## config.mk

```make
export PLATFORM = sky130hd
export DESIGN_NAME = sbox_bram_feeder
export DESIGN_NICKNAME = d
export VERILOG_FILES = /design/src/rtl/aes_sbox_pkg.sv /design/src/rtl/sbox_lat_pipe.sv /design/src/rtl/sbox_bram_feeder.sv
export SDC_FILE = /design/constraint.sdc
export NUM_CORES = 1
export LEC_CHECK = 0
export CAP_MARGIN = 5
export CORE_MARGIN = 8
export CORE_UTILIZATION = 43
export CTS_BUF_LIST = sky130_fd_sc_hd__clkbuf_16
export CTS_CLUSTER_DIAMETER = 80
export CTS_CLUSTER_SIZE = 28
export DETAILED_ROUTE_END_ITERATION = 6
export PLACE_DENSITY = 0.82
export REMOVE_ABC_BUFFERS = 1
export SETUP_SLACK_MARGIN = 0.1
export SLEW_MARGIN = 20
export SYNTH_ARGS = -nofsm -noshare
export SYNTH_HDL_FRONTEND = slang
export SYNTH_SLANG_ARGS = --single-unit
```

## constraint.sdc

```tcl
create_clock -name clk -period 1.8 [get_ports clk]
set_clock_uncertainty 0.2 [all_clocks]
set_input_delay 0.36 -clock clk [delete_from_list [all_inputs] [get_ports clk]]
set_output_delay 0.36 -clock clk [all_outputs]
set_load 0.005 [all_outputs]
```

## src/rtl/aes_sbox_pkg.sv

```systemverilog
// Shared constants and FSM encoding for the masked S-box BRAM feeders.
// Widths here are common to every BRAM pair in the 5-serial datapath.
package aes_sbox_pkg;

    localparam int NBYTES   = 16;
    localparam int BRAM_LAT = 2;
    localparam int SHARE_W  = 8;
    localparam int RND_W    = 2;
    localparam int ADDR_W   = 10;
    localparam int IDX_W    = $clog2(NBYTES);

    typedef enum logic [1:0] {
        IDLE  = 2'd0,
        RUN   = 2'd1,
        DRAIN = 2'd2
    } feeder_state_e;

    // BRAM address: fresh mask-select bits on top, one share byte below.
    function automatic logic [ADDR_W-1:0] make_addr(
        input logic [RND_W-1:0]   rnd,
        input logic [SHARE_W-1:0] share
    );
        return {rnd, share};
    endfunction

endpackage

```

## src/rtl/sbox_lat_pipe.sv

```systemverilog
// Valid + byte-index shift register that shadows the fixed BRAM read latency.
// Carries only control; share data never enters this pipe.
module sbox_lat_pipe #(
    parameter int DEPTH = 3,
    parameter int IDX_W = 4
) (
    input  logic             clk,
    input  logic             rst,
    input  logic             in_valid,
    input  logic [IDX_W-1:0] in_idx,
    output logic             tail_valid,
    output logic [IDX_W-1:0] tail_idx
);

    logic [DEPTH-1:0]            vld;
    logic [DEPTH-1:0][IDX_W-1:0] idx;

    always_ff @(posedge clk) begin
        if (rst) begin
            vld <= '0;
            idx <= '0;
        end else begin
            vld[0] <= in_valid;
            idx[0] <= in_idx;
            for (int i = 1; i < DEPTH; i++) begin
                vld[i] <= vld[i-1];
                idx[i] <= idx[i-1];
            end
        end
    end

    assign tail_valid = vld[DEPTH-1];
    assign tail_idx   = idx[DEPTH-1];

endmodule

```

## src/rtl/sbox_bram_feeder.sv

```systemverilog
// Feeds one masked S-box BRAM pair with a 16-byte serial round and re-aligns
// DOA/DOB into a valid-tagged, index-tagged output pair.
module sbox_bram_feeder
    import aes_sbox_pkg::*;
(
    input  logic               clk,
    input  logic               rst,
    input  logic               start,
    input  logic               in_valid,
    output logic               in_ready,
    input  logic [SHARE_W-1:0] in_share0,
    input  logic [SHARE_W-1:0] in_share1,
    input  logic [2*RND_W-1:0] in_rnd,
    output logic [ADDR_W-1:0]  bram_addra,
    output logic [ADDR_W-1:0]  bram_addrb,
    output logic               bram_en,
    output logic               bram_rst,
    input  logic [SHARE_W-1:0] bram_doa,
    input  logic [SHARE_W-1:0] bram_dob,
    output logic               out_valid,
    output logic [SHARE_W-1:0] out_share0,
    output logic [SHARE_W-1:0] out_share1,
    output logic [IDX_W-1:0]   byte_idx,
    output logic               round_done
);

    feeder_state_e    state;
    logic [IDX_W-1:0] in_cnt;
    logic             accept;
    logic             tail_valid;
    logic [IDX_W-1:0] tail_idx;
    logic             last_out;

    // Input handshake: a byte transfers on any cycle with in_valid && in_ready.
    // The output side has no ready; the BRAM and this block never stall.
    assign in_ready = (state == RUN);
    assign accept   = in_valid && in_ready;
    assign bram_en  = (state != IDLE);
    assign bram_rst = rst;
    assign last_out = tail_valid && (tail_idx == IDX_W'(NBYTES - 1));

    sbox_lat_pipe #(
        .DEPTH (BRAM_LAT + 1),
        .IDX_W (IDX_W)
    ) u_lat_pipe (
        .clk        (clk),
        .rst        (rst),
        .in_valid   (accept),
        .in_idx     (in_cnt),
        .tail_valid (tail_valid),
        .tail_idx   (tail_idx)
    );

    always_ff @(posedge clk) begin
        if (rst) begin
            state      <= IDLE;
            in_cnt     <= '0;
            round_done <= 1'b0;
            out_valid  <= 1'b0;
            byte_idx   <= '0;
        end else begin
            round_done <= 1'b0;
            case (state)
                IDLE: begin
                    if (start) begin
                        state  <= RUN;
                        in_cnt <= '0;
                    end
                end
                RUN: begin
                    if (accept) begin
                        in_cnt <= in_cnt + IDX_W'(1);
                        if (in_cnt == IDX_W'(NBYTES - 1)) begin
                            state <= DRAIN;
                        end
                    end
                end
                DRAIN: begin
                    if (last_out) begin
                        state      <= IDLE;
                        round_done <= 1'b1;
                    end
                end
                default: state <= IDLE;
            endcase

            out_valid <= tail_valid;
            if (tail_valid) begin
                byte_idx <= tail_idx;
            end
        end
    end

    // Share 0 path: its own address and result registers, never muxed with share 1.
    always_ff @(posedge clk) begin
        if (rst) begin
            bram_addra <= '0;
            out_share0 <= '0;
        end else begin
            if (accept) begin
                bram_addra <= make_addr(in_rnd[RND_W-1:0], in_share0);
            end
            if (tail_valid) begin
                out_share0 <= bram_doa;
            end
        end
    end

    always_ff @(posedge clk) begin
        if (rst) begin
            bram_addrb <= '0;
            out_share1 <= '0;
        end else begin
            if (accept) begin
                bram_addrb <= make_addr(in_rnd[2*RND_W-1:RND_W], in_share1);
            end
            if (tail_valid) begin
                out_share1 <= bram_dob;
            end
        end
    end

endmodule

```

Word level (Yosys, flattened, before mapping)
Index checks and enable logic that the tools add are counted.

word-level totals
  flip-flop bits (word level) = 63
  word-level logic and storage cells = 40

cells by class
  add/subtract/negate cells = 1
  eq/ne operators = 8
  reduce and logical (&&, ||, !) cells = 8
  muxes and demuxes = 9
  bitwise operators = 1

operator list
  cell                                                                     count
  4-bit == test, second input constant                                     2
  2-bit two-way mux                                                        4
  4-bit two-way mux                                                        2
  4-bit case mux with 2 select lines                                       1
  2-bit case mux with 3 select lines                                       1
  4-bit by 1-bit adder with 4-bit output, second input constant            1
  2-bit by 1-bit inequality test with 1-bit output, second input constant  2
  2-bit inequality test, second input constant                             2
  4-bit AND reduction                                                      1
  2-bit nonzero test                                                       2
  3-bit AND reduction                                                      1
  2-bit by 1-bit == test with 1-bit output, second input constant          1
  2-bit == test, second input constant                                     1
  1-bit logical AND                                                        2
  2-bit zero test                                                          1
  2-bit OR reduction                                                       1
  1-bit two-way mux                                                        1
  1-bit inverter                                                           1

Longest topological paths before layout
  word-level depth = 4
  gate-level depth with buffers = 6

Hierarchy
From an unflattened synthesis, not the netlist that was laid out.

second synthesis, totals
  cells, all modules = 229
  area, all modules = 2,223.4 sq um

by module, submodules not included
  module            times used  cells each  area each (sq um)
  sbox_bram_feeder  1           194         1,760.4
  sbox_lat_pipe     1           35          462.9

Worst setup path after synthesis
OpenSTA, ideal clock, no wires.

  path type = reg2reg
  start = reg state[0]
  end = reg in_cnt[3]
  data required time = 1.514 ns
  setup time = 0.086 ns
  stages on the path, launching flop included = 5
  path buffers = 1
  path slack = 0.420 ns
  data arrival time = 1.093 ns
  clock period less this slack = 1.380 ns
  cells stage by stage = dfxtp_1 > buf_4 > nand3b_4 > or3_1 > a221oi_2

between the ends
  cells in the longest elaborated chain, start to end = 4
  elaborated cells on any way between the ends = 8
  those cells by class = eq/ne (3); mux (1); reduce/logical (4)

RTL lines
  element                                                            RTL line                                        source
  from (decl)                                                        sbox_bram_feeder.sv:27                          feeder_state_e state;
  from (signal assigned)                                             sbox_bram_feeder.sv:56                          state <= IDLE;
  from (signal assigned)                                             sbox_bram_feeder.sv:66                          state <= RUN;
  from (signal assigned)                                             sbox_bram_feeder.sv:74                          state <= DRAIN;
  2-bit by 1-bit == test with 1-bit output                           sbox_bram_feeder.sv:36, sbox_bram_feeder.sv:63
  1-bit logical AND                                                  sbox_bram_feeder.sv:37                          assign accept = in_valid && in_ready;
  2-bit by 1-bit inequality test with 1-bit output (no source line)  --
  3-bit AND reduction (no source line)                               --
  to (signal assigned)                                               sbox_bram_feeder.sv:72                          in_cnt <= in_cnt + IDX_W'(1);
  to (decl)                                                          sbox_bram_feeder.sv:28                          logic [IDX_W-1:0] in_cnt;

Several ways; a longest one is shown, not always the timed one.
A chain may end at the register's enable or synchronous reset.

Final worst setup path
  start = reg state[1]
  end = out bram_en

between the ends
  cells in the longest elaborated chain, start to end = 1

RTL lines
  element             RTL line                source
  2-bit nonzero test  sbox_bram_feeder.sv:38  assign bram_en = (state != IDLE);
  to (decl)           sbox_bram_feeder.sv:16  output logic bram_en,

Every way passes these cells.

==> impl_metrics.prom <==
# TYPE chip_impl_metric gauge
chip_impl_metric{name="area.growth.synth_to_final",unit="%"} 54.8
chip_impl_metric{name="globalplace.congestion",unit=""} 0.772
chip_impl_metric{name="netlist-cell-type-count",unit=""} 26
chip_impl_metric{name="worst-endpoint-arrival",unit="ps"} 1080
chip_impl_metric{name="slew_viol_final",unit=""} 0
chip_impl_metric{name="floorplan.die.width",unit="um"} 87.0
chip_impl_metric{name="diodes",unit=""} 0
chip_impl_info{name="min-delay-path-class",value="flip-flop to flip-flop"} 1
chip_impl_metric{name="antenna_found_initial",unit=""} 0
chip_impl_metric{name="async_reset_ff_share",unit="%"} 0
chip_impl_metric{name="ys_seq_elements",unit=""} 63
chip_impl_metric{name="worst-path-max-fanout",unit=""} 4
chip_impl_info{name="worstSetupEndpointType",value="output port"} 1
chip_impl_metric{name="wire_length_of_the_first_global_routing_pass",unit="um"} 8370
chip_impl_metric{name="synthesis.area",unit="um2"} 2170
chip_impl_metric{name="cts.htree.levels",unit=""} 3
chip_impl_info{name="tritoncts",value="done"} 1
chip_impl_info{name="ctsRootBufferMaster",value="sky130_fd_sc_hd__clkbuf_16"} 1
chip_impl_metric{name="finalHoldViolCount",unit=""} 0
chip_impl_metric{name="power.static_leakage",unit="nW"} 1.44
chip_impl_metric{name="worst_pin_slew",unit="ps"} 375
chip_impl_metric{name="holdWs",unit="ps"} 233
chip_impl_metric{name="synth-edff-count",unit=""} 0
chip_impl_metric{name="cap_violations",unit=""} 0
chip_impl_metric{name="core.rowCount",unit=""} 26
chip_impl_metric{name="total_power",unit="mW"} 3.31
chip_impl_metric{name="vdd_ir_drop_max",unit="uV"} 727
chip_impl_metric{name="grt_max_degree",unit=""} 40
chip_impl_metric{name="final_routed_wire_length_divided_by_cell_count",unit="um"} 13.4
chip_impl_metric{name="yosysWarningCount",unit=""} 0
chip_impl_metric{name="core-area",unit="um2"} 4980
chip_impl_info{name="crit_path_start_kind",value="flip-flop"} 1
chip_impl_metric{name="headroom_to_the_max_slew_limit",unit="%"} 75.0
chip_impl_metric{name="die_height",unit="um"} 87.0
chip_impl_metric{name="netlist_instances",unit=""} 227
chip_impl_metric{name="clk-insertion-delay-late",unit="ps"} 320
chip_impl_metric{name="viasPerCell",unit=""} 4.58
chip_impl_metric{name="detail_route.first_pass.iterations",unit=""} 4
chip_impl_info{name="outcome",value="complete, no violations"} 1
chip_impl_metric{name="dpl-instance-area",unit="um2"} 3110
chip_impl_metric{name="worstRegToRegCells",unit=""} 4
chip_impl_metric{name="vias",unit=""} 1788
chip_impl_metric{name="layout.nets",unit=""} 356
chip_impl_info{name="rsz_0062_raised_after_global_routing",value="no"} 1
chip_impl_metric{name="grt_use_total",unit="%"} 14.3
chip_impl_metric{name="globalRouteOverflowTotal",unit=""} 0
chip_impl_metric{name="final_period_minus_worst_setup_slack",unit="ps"} 1640
chip_impl_metric{name="cellPowerDensity",unit="nW/um2"} 985
chip_impl_metric{name="num-fill-cells",unit=""} 424
chip_impl_metric{name="achievable-frequency",unit="MHz"} 611
chip_impl_metric{name="routed_wirelength",unit="um"} 5220
chip_impl_metric{name="drt-initial-drc-count",unit=""} 35
chip_impl_metric{name="setup_violations",unit=""} 0
chip_impl_metric{name="grt_pass1_vias",unit=""} 1811
chip_impl_info{name="synth_flop_cell",value="sky130_fd_sc_hd__dfxtp_1"} 1
chip_impl_metric{name="drcViolationCount",unit=""} 0
chip_impl_metric{name="dp.final_hpwl",unit="um"} 3790
chip_impl_metric{name="cts.path.max_buffers",unit=""} 2
chip_impl_metric{name="clk_pin_slew_worst_paths",unit="ps"} 50
chip_impl_metric{name="ctsHoldBuffers",unit=""} 0
chip_impl_metric{name="numClockSinks",unit=""} 63
chip_impl_metric{name="syn_area_per_cell",unit="um2"} 9.56
chip_impl_metric{name="ant_nets",unit=""} 0
chip_impl_metric{name="die-area",unit="um2"} 7570
chip_impl_metric{name="min_period_over_period",unit="%"} 90.9
chip_impl_info{name="criticalPathCategory",value="flip-flop to output port"} 1
chip_impl_metric{name="cp_data_required_time",unit="ps"} 1240
chip_impl_metric{name="portBuffers",unit=""} 84
chip_impl_metric{name="io_pins",unit=""} 85
chip_impl_metric{name="synth_sequential_area_ratio",unit="%"} 58.1
chip_impl_metric{name="fin_area",unit="um2"} 3360
chip_impl_metric{name="tritoncts.num_buffers",unit=""} 9
chip_impl_metric{name="min_delay_path_depth",unit=""} 1
chip_impl_metric{name="final_layout_size_suffix_gt1_share",unit="%"} 9.69
chip_impl_metric{name="initial_core_util",unit="%"} 43.6
==> synthesized netlist by cell type, types with 2 or more instances <==
library cell	n	area [um2]
sky130_fd_sc_hd__a21oi_1	23	115
sky130_fd_sc_hd__buf_2	7	35.0
sky130_fd_sc_hd__buf_4	2	15.0
sky130_fd_sc_hd__clkbuf_1	7	26.3
sky130_fd_sc_hd__dfxtp_1	63	1260
sky130_fd_sc_hd__mux2i_1	20	200
sky130_fd_sc_hd__nand2_1	43	161
sky130_fd_sc_hd__nand3_1	3	15.0
sky130_fd_sc_hd__nor2_1	24	90.1
sky130_fd_sc_hd__nor2b_1	17	106
sky130_fd_sc_hd__nor3_1	2	10.0
sky130_fd_sc_hd__o21ai_0	2	10.0
==> cell usage in the layout (no fill, tap or decap), drive strengths merged, types with 2 or more instances in the layout <==
cell type / netlist / final
clkdlybuf4s50: 0 / 39
nor2b: 17 / 17
clkbuf: 7 / 9
nor2: 24 / 24
a21oi: 23 / 23
mux2i: 20 / 20
buf: 10 / 11
nand2: 43 / 43
nor3: 2 / 2
o21ai: 2 / 2
clkinvlp: 0 / 2
dfxtp: 63 / 63
dlygate4sd2: 0 / 44
clkinv: 0 / 4
nand3: 3 / 3
==> final cells by class <==
type	instances	area [um2]	area share (%)
Sequential cell	63	1270	37.7
Timing Repair Buffer	94	881	26.2
Multi-Input combinational cell	146	832	24.8
Clock buffer	9	225	6.70
Tap cell	70	87.6	2.61
Clock inverter	7	63.8	1.90
Inverter	1	3.75	0.112
==> routing by layer <==
| layer | GRT usage (%) | vias to the layer above | wire length, um | share of wire, % |
|---|---|---|---|---|
| met5 | 0 | - | 0 | 0 |
| met2 | 23.0 | 76 | 2350 | 45 |
| li1 | - | 919 | - | - |
| met1 | 14.8 | 783 | 2150 | 41 |
| met4 | 5.79 | 0 | 96 | 1.8 |
| met3 | 8.40 | 10 | 614 | 12 |
==> registers in the layout, indices dropped and copies added, names as in the netlist, 4 cells and up <==
signal and count:
u_lat_pipe.tail_idx 4, byte_idx 4, u_lat_pipe.idx 8, bram_addra 10
bram_addrb 10, out_share0 8, out_share1 8, in_cnt 4
==> critical path, stage by stage, from the launching register on <==
cell and delay [ps]:
sky130_fd_sc_hd__dfxtp_4 360, sky130_fd_sc_hd__nor2_4 110, sky130_fd_sc_hd__inv_1 40, sky130_fd_sc_hd__dlygate4sd2_1 250
==> what timing repair did <==
| item | CTS | global route |
|---|---|---|
| buffers inserted | 0 | 0 |
| gates resized for setup | 49 | 0 |
| hold endpoints to repair | 0 | 0 |
| endpoints found under the setup margin | 44 | 0 |
==> worst paths after layout <==
| path | from | endpoint | slack [ps] |
|---|---|---|---|
| max | state[1] | bram_en | 160 |
| min | u_lat_pipe.idx[6] | u_lat_pipe.tail_idx[2] | 230 |
| max reg2reg | state[1] | in_cnt[3] | 280 |
| min reg2reg | u_lat_pipe.idx[6] | u_lat_pipe.tail_idx[2] | 230 |
==> metrics by stage <==
stage | util, % | worst slack (ps) | TNS, ps | std cells
after detailed placement | 62.5 | -93.7 | -1050 | 374
after global placement | 62.5 | -69.7 | -442 | 374
after global routing | 67.5 | 111 | 0 | 390
final | 67.5 | 164 | 0 | 390
after floorplan | - | 190 | 0 | 210
after CTS | 67.5 | 147 | 0 | 390
==> logic make-up after synthesis <==
family	synth area share (%)
buf+inv	3.86
fa+ha+maj	0.577
mux	9.23
flops	58.1
compound gates	7.84
simple gates	20.4
==> power by group <==
group          total (mW)  switching, mW  internal [mW]
Clock                1.63          0.576           1.06
Sequential           1.44         0.0154           1.42
Combinational       0.236         0.0965          0.140
Total                3.31          0.688           2.62
(Power assumes the default switching activity.)
